[config.mk]
export PLATFORM = sky130hd
export DESIGN_NAME = serial_adder_ctrl
export DESIGN_NICKNAME = d
export VERILOG_FILES = /design/src/rtl/serial_adder_ctrl.sv
export SDC_FILE = /design/constraint.sdc
export NUM_CORES = 1
export LEC_CHECK = 0
export CAP_MARGIN = 20
export CELL_PAD_IN_SITES_DETAIL_PLACEMENT = 1
export CELL_PAD_IN_SITES_GLOBAL_PLACEMENT = 1
export CORE_UTILIZATION = 25
export DETAILED_ROUTE_END_ITERATION = 10
export PLACE_DENSITY_LB_ADDON = 0.1
export SLEW_MARGIN = 20
export SYNTH_ARGS = -nofsm -noshare
export SYNTH_HDL_FRONTEND = slang
export SYNTH_SLANG_ARGS = --single-unit
export TNS_END_PERCENT = 100
[constraint.sdc]
create_clock -name clk -period 4.95 [get_ports clk]
set_input_delay 0.495 -clock clk [delete_from_list [all_inputs] [get_ports clk]]
set_output_delay 0.495 -clock clk [all_outputs]
set_load 0.03 [all_outputs]
[src/rtl/serial_adder_ctrl.sv]
// Bit-serial adder controller: one NAND full-adder cell sequenced over WIDTH cycles, LSB first.
// Optional build macro SERIAL_SUB_EN adds a sub port (a-b via inverted b and carry-in of 1).
module serial_adder_ctrl #(
  parameter int WIDTH = 8
) (
  input  logic             clk,
  input  logic             rst,
  input  logic             start,
  input  logic [WIDTH-1:0] a,
  input  logic [WIDTH-1:0] b,
`ifdef SERIAL_SUB_EN
  input  logic             sub,
`endif
  output logic             busy,
  output logic             done,
  output logic [WIDTH-1:0] sum,
  output logic             cout
);

  localparam int CNT_W = (WIDTH > 1) ? $clog2(WIDTH) : 1;
  localparam logic [CNT_W-1:0] CNT_LAST = CNT_W'(WIDTH - 1);

  typedef enum logic [1:0] {
    ST_IDLE  = 2'd0,
    ST_LOAD  = 2'd1,
    ST_SHIFT = 2'd2,
    ST_DONE  = 2'd3
  } state_t;

  state_t           state_r;
  state_t           state_nx_s;
  logic             accept_s;
  logic             last_s;
  logic [WIDTH-1:0] a_sr_r;
  logic [WIDTH-1:0] b_sr_r;
  logic [WIDTH-1:0] res_sr_r;
  logic [CNT_W-1:0] cnt_r;
  logic             carry_r;
  logic [WIDTH-1:0] b_load_s;
  logic             c_init_s;
  logic [1:0]       fa_s;
  logic             busy_r;
  logic             done_r;
  logic [WIDTH-1:0] sum_r;
  logic             cout_r;

  // Full adder from two NAND half adders; the carries are ORed in NAND form. Returns {carry, sum}.
  function automatic logic [1:0] fa_nand(input logic x, input logic y, input logic ci);
    logic n1;
    logic h1;
    logic n2;
    logic h2;
    n1 = ~(x & y);
    h1 = ~(~(x & n1) & ~(y & n1));
    n2 = ~(h1 & ci);
    h2 = ~(~(h1 & n2) & ~(ci & n2));
    return {~(n1 & n2), h2};
  endfunction

  // Operand conditioning applied at capture time.
  always_comb begin
    b_load_s = b;
    c_init_s = 1'b0;
`ifdef SERIAL_SUB_EN
    if (sub) begin
      b_load_s = ~b;
      c_init_s = 1'b1;
    end else begin
      b_load_s = b;
      c_init_s = 1'b0;
    end
`endif
  end

  assign fa_s   = fa_nand(a_sr_r[0], b_sr_r[0], carry_r);
  assign last_s = (cnt_r == CNT_LAST);

  // State register.
  always_ff @(posedge clk) begin
    if (rst) begin
      state_r <= ST_IDLE;
    end else begin
      state_r <= state_nx_s;
    end
  end

  // Next-state logic; start is only honoured in IDLE or DONE.
  always_comb begin
    state_nx_s = state_r;
    accept_s   = 1'b0;
    case (state_r)
      ST_IDLE: begin
        if (start) begin
          state_nx_s = ST_LOAD;
          accept_s   = 1'b1;
        end else begin
          state_nx_s = ST_IDLE;
        end
      end
      ST_LOAD: begin
        state_nx_s = ST_SHIFT;
      end
      ST_SHIFT: begin
        if (last_s) begin
          state_nx_s = ST_DONE;
        end else begin
          state_nx_s = ST_SHIFT;
        end
      end
      ST_DONE: begin
        if (start) begin
          state_nx_s = ST_LOAD;
          accept_s   = 1'b1;
        end else begin
          state_nx_s = ST_IDLE;
        end
      end
      default: begin
        state_nx_s = ST_IDLE;
      end
    endcase
  end

  // Operand capture, per-bit shifting and result latching.
  always_ff @(posedge clk) begin
    if (rst) begin
      a_sr_r   <= '0;
      b_sr_r   <= '0;
      res_sr_r <= '0;
      cnt_r    <= '0;
      carry_r  <= 1'b0;
      sum_r    <= '0;
      cout_r   <= 1'b0;
    end else if (accept_s) begin
      a_sr_r  <= a;
      b_sr_r  <= b_load_s;
      carry_r <= c_init_s;
      cnt_r   <= '0;
    end else if (state_r == ST_SHIFT) begin
      a_sr_r   <= a_sr_r >> 1;
      b_sr_r   <= b_sr_r >> 1;
      carry_r  <= fa_s[1];
      res_sr_r <= {fa_s[0], res_sr_r[WIDTH-1:1]};
      cnt_r    <= cnt_r + CNT_W'(1);
      // Published result only changes on the final bit so sum/cout stay stable mid-op.
      if (last_s) begin
        sum_r  <= {fa_s[0], res_sr_r[WIDTH-1:1]};
        cout_r <= fa_s[1];
      end
    end
  end

  // Status flags registered from the next state so they align with the state register.
  always_ff @(posedge clk) begin
    if (rst) begin
      busy_r <= 1'b0;
      done_r <= 1'b0;
    end else begin
      busy_r <= (state_nx_s == ST_LOAD) || (state_nx_s == ST_SHIFT);
      done_r <= (state_nx_s == ST_DONE);
    end
  end

  assign busy = busy_r;
  assign done = done_r;
  assign sum  = sum_r;
  assign cout = cout_r;

endmodule

---- After elaboration in Yosys (flattened, before gate mapping) ----
Index checks and enable logic that the tools add are counted.
word-level totals
  output and inout port bits .............. 11
  word-level logic and storage cells ...... 53
  register bits ........................... 41
operators by class
  reductions and logical operators ........ 7
  multiplexer cells ....................... 9
  bitwise operators ....................... 19
  equality and inequality tests ........... 7
  add/sub/neg operators ................... 1
operators with widths
  cell                 count
  $mux 8               4
  $not 1->1            10
  $and 1x1->1          9
  $eq 2x2->1 const B   4
  $pmux 2 s3           1
  $eq 2x1->1 const B   2
  $mux 1               4
  $reduce_or 2->1      2
  $add 3x1->3 const B  1
  $eq 3x3->1 const B   1
  $reduce_and 3->1     1
  $logic_not 2->1      1
  $reduce_and 2->1     1
  $reduce_bool 2->1    1
  $logic_or 1x1->1     1

---- Depth between registers and ports, before layout ----
  word-level depth ........................ 12
  gate-level depth with buffers ........... 7
  gate-level depth less buffers ........... 6

---- Worst setup path after synthesis ----
OpenSTA, ideal clock, no wires.
  kind .................................... flip-flop to flip-flop
  start ................................... reg cnt_r[0]
  end ..................................... reg busy_r (netlist: busy)
  clock period less this slack ............ 1591 ps
  arrival time ............................ 1463 ps
  path slack .............................. 3359 ps
  cell stages (with the launch flop) ...... 8
  buffers on the path ..................... 1
  required time ........................... 4822 ps
  path through ............................ dfxtp_1 > ha_1 > ha_1 > buf_2 > nand2_1 > a21oi_2 > ha_1 > nor2b_1
on the way
  word-level cells in the longest chain between the ends .. 5
ends and longest elaborated chain
  item                                      line  text
  from (decl)                               37    logic [CNT_W-1:0] cnt_r;
  from (signal assigned)                    144   cnt_r <= cnt_r + CNT_W'(1);
  $eq 3x3->1 (*)                            76    assign last_s = (cnt_r == CNT_LAST);
  $mux 1 (*)                                104   if (last_s) begin
  $pmux 2 s3 (*)                            91    case (state_r)
  net state_nx_s[0]                         31    state_t state_nx_s;
  $eq 2x1->1 or $eq 2x2->1 (tied branches)  159   busy_r <= (state_nx_s == ST_LOAD) || (state_nx_s == ST_SHIFT);
  $logic_or 1x1->1 (*)                      159
  to (signal assigned)                      159
  to (decl)                                 42    logic busy_r;
Mark *: on every way through the listed nets, which the timed path passes. The rest lies on a longest branch.
A chain may end at the register's enable or synchronous reset.

---- Worst setup path in the final report ----
  start ................................... reg state_r[0]
  end ..................................... reg busy_r (netlist: busy)
on the way
  word-level cells in the longest chain between the ends .. 5
ends and longest elaborated chain
  item                                           line  text
  from (decl)                                    30    state_t state_r;
  from (signal assigned)                         83    state_r <= state_nx_s;
  $eq 2x2->1 or $logic_not 2->1 (tied branches)  91
  $reduce_or 2->1 (no line)                      -
  $pmux 2 s3 (*)                                 91
  net state_nx_s[0]                              31
  $eq 2x1->1 or $eq 2x2->1 (tied branches)       159
  $logic_or 1x1->1 (*)                           159
Marks and branches as above.

==> out/qor.txt <==
post-synthesis instance area -> 1670 µm²
number of CTS-inserted buffers -> 5
Setup crit start kind -> flop
number of sinks on the clock net -> 40
number of placement rows -> 29
WL per Instance -> 14.0 µm
number of warning messages in the yosys log -> 0
crit path time final -> 2.41 ns
setup violators final -> 0
Avg Synthesized Cell Area -> 9.92 µm²
number of detailed-routing iterations run before antenna repair -> 4
slew at the pin closest to its max-slew limit -> 0.985 ns
clock transition at the registers of the reported paths -> 0.07 ns
class of the tightest hold or removal check -> flop to flop
number of antenna violations at the first check in global routing -> 0
maximum buffer depth of the clock tree -> 2
minimum setup slack among reg-to-reg paths -> 2.54 ns
endpoint class of the critical path -> flop
maximum net fanout on the critical path -> 37
H-tree Lvls -> 2
Layout Nets -> 217
number of distinct standard cells referenced by the synthesized netlist -> 22
Die Wd -> 83.6 µm
Area Growth Syn to Fin -> 25.1%
post-DP HPWL -> 2500 µm
unrepaired setup endpoints after global routing -> false
placed instance count -> 262
routed via count -> 1,256
effective utilization at floorplan -> 26.1%
sequential cell area fraction in the yosys report -> 48.0%
number of standard cells in the final layout excluding fillers -> 270
first-pass GRT wire length -> 6390 µm
post-synthesis register bit count -> 40
number of antenna-violating nets in the routed design -> 0
number of diodes added for antenna fixing -> 0
number of global-route vias before repair -> 1,321
number of instances resized during post-cts repair -> 0
post-CTS setup buffer count -> 0
Slew Viols, Final -> 0
number of input and output port buffers inserted -> 29
count of pins on the block boundary -> 30
run status -> complete, no violations
Worst Path Class, Setup -> flop to flop
Post-Syn Instances -> 168
weighted congestion reported at the end of routability-driven placement -> 0.649
Post-Synthesis Net Count -> 193
Remaining DRCs -> 0
Achievable Freq -> 416 MHz
largest net degree at the start of global routing -> 41
placeable core region -> 6390 µm²
Leak Pwr -> 0.716 nW
Hold Buf Count CTS -> 0
Tcrit/Tclk final -> 48.6%
overall track demand over capacity in global routing -> 11.6%
clock insertion delay at the later pin of the skew report -> 0.29 ns
routed via count divided by cell count -> 4.65
share of the core filled with cells -> 32.6%
filler cell count in the final layout -> 735
number of hold-slack violations in the final timing report -> 0
die area -> 7000 µm²
setup TNS -> 0 ns
worst slew slack as a fraction of its limit -> 34.4%
Congestion Overflow GR -> 0
setup skew after layout -> 0.00605 ns
die height -> 83.6 µm
count of max-cap constraint violations -> 0
wire length reported by the detailed router -> 3790 µm
number of instances on the worst hold path -> 2
root buf cell -> sky130_fd_sc_hd__clkbuf_8
power density over the cells -> 358 nW/µm²
proportion of layout cells with a drive suffix above 1 -> 6.22%
data arrival time of the critical path -> 2.57 ns
Crit path required time -> 5.12 ns
VDD IR max -> 0.137 mV
TritonCTS clock tree -> built
count of routing violations after the opening detailed-route iteration -> 41
r2r worst-path depth -> 6
==> report_power, final <==
| part | internal, mW | total (mW) | switching, mW |
|---|---|---|---|
| logic | 0.0573 | 0.126 | 0.0690 |
| registers | 0.345 | 0.358 | 0.0131 |
| clock network | 0.150 | 0.262 | 0.112 |
==> layout make-up <==
| cell class | count | area, µm² | area share [%] |
|---|---|---|---|
| clock buffers | 6 | 72.6 | 3.48 |
| clock inverters | 2 | 35.0 | 1.68 |
| inverters | 3 | 11.3 | 0.540 |
| multi-input cells | 111 | 763 | 36.6 |
| flip-flops and latches | 40 | 801 | 38.4 |
| well taps | 77 | 96.3 | 4.62 |
| repair buffers | 31 | 305 | 14.6 |
==> synthesized netlist by cell type <==
library cell / instances / area (µm²)
sky130_fd_sc_hd__inv_1: 3 / 11.3
sky130_fd_sc_hd__buf_12: 1 / 20.0
sky130_fd_sc_hd__xnor2_1: 1 / 8.76
sky130_fd_sc_hd__o21ai_0: 9 / 45.0
sky130_fd_sc_hd__buf_6: 2 / 22.5
sky130_fd_sc_hd__and2_2: 1 / 7.51
sky130_fd_sc_hd__buf_2: 5 / 25.0
sky130_fd_sc_hd__clkbuf_1: 5 / 18.8
sky130_fd_sc_hd__nand2_1: 4 / 15.0
sky130_fd_sc_hd__a21oi_2: 1 / 8.76
sky130_fd_sc_hd__nand3b_1: 2 / 15.0
sky130_fd_sc_hd__fa_1: 1 / 20.0
sky130_fd_sc_hd__nor2b_1: 3 / 18.8
sky130_fd_sc_hd__nand4_1: 9 / 56.3
sky130_fd_sc_hd__nor3_1: 4 / 20.0
sky130_fd_sc_hd__a211oi_1: 14 / 105
sky130_fd_sc_hd__ha_1: 5 / 62.6
sky130_fd_sc_hd__a21oi_1: 11 / 55.1
sky130_fd_sc_hd__mux2i_1: 24 / 240
sky130_fd_sc_hd__buf_4: 1 / 7.51
sky130_fd_sc_hd__dfxtp_1: 40 / 801
sky130_fd_sc_hd__nor2_1: 22 / 82.6
==> placed cells by master (no fill, tap or decap), drive strengths merged, types with 4 or more instances in the layout <==
cell type,instances
a21oi,12
nor2,22
nand2,4
o21ai,9
a211oi,14
ha,5
mux2i,24
dfxtp,40
nor3,4
clkdlybuf4s50,29
nand4,9
clkbuf,6
==> state kept, by name, summed over array words and instances (netlist names), 2 cells and up <==
register and cells:
b_sr_r 8, a_sr_r 8, cnt_r 3, res_sr_r 7
sum 8, state_r 2
==> per-stage QoR <==
| stage | power (mW) | hold WS [ns] | setup slack, ns | area, µm² |
|---|---|---|---|---|
| 6_report | 0.746 | 0.478 | 2.54 | 2080 |
| 3_3_place_gp | 0.490 | 0.471 | 2.56 | 1980 |
| 2_1_floorplan | 0.459 | 0.446 | 3.36 | 1670 |
| 4_1_cts | 0.764 | 0.489 | 2.48 | 2080 |
| 3_5_place_dp | 0.494 | 0.475 | 2.52 | 1980 |
| 5_1_grt | 0.793 | 0.506 | 2.30 | 2080 |
==> critical path, cell delays in order (launching register included) <==
cell	delay, ns
sky130_fd_sc_hd__dfxtp_1	0.32
sky130_fd_sc_hd__inv_1	0.06
sky130_fd_sc_hd__ha_2	0.82
sky130_fd_sc_hd__nand2_1	0.43
sky130_fd_sc_hd__a21oi_2	0.26
sky130_fd_sc_hd__ha_1	0.24
sky130_fd_sc_hd__nor2b_1	0.13
==> routing by layer <==
| layer | GRT usage, % | share of wire [%] | up-vias |
|---|---|---|---|
| met5 | 0 | 0 | - |
| met4 | 5.08 | 1.7 | 0 |
| met3 | 3.96 | 4.1 | 5 |
| met2 | 19.2 | 47 | 19 |
| met1 | 13.5 | 47 | 589 |
| li1 | - | - | 643 |
==> final timing paths <==
kind | start | end
max | state_r[0]$_SDFF_PP0_ | busy$_SDFF_PP0_
min reg2reg | res_sr_r[1]$_SDFFE_PP0P_ | sum[0]$_SDFFE_PP0P_
min | res_sr_r[1]$_SDFFE_PP0P_ | sum[0]$_SDFFE_PP0P_
max reg2reg | state_r[0]$_SDFF_PP0_ | busy$_SDFF_PP0_
==> kinds of logic (layout without fill, tap and decap cells) <==
kind of cell    count (synthesis)  in the layout  synth area share (%)
fa+ha+maj                       6              6                  4.96
buf+inv                        17             42                  6.31
compound gates                 35             35                  12.8
flops                          40             40                  48.0
simple gates                   45             45                  12.9
mux                            24             24                  14.4
xor+xnor                        1              1                 0.526
Note: power is estimated with default switching activity, not from simulation.
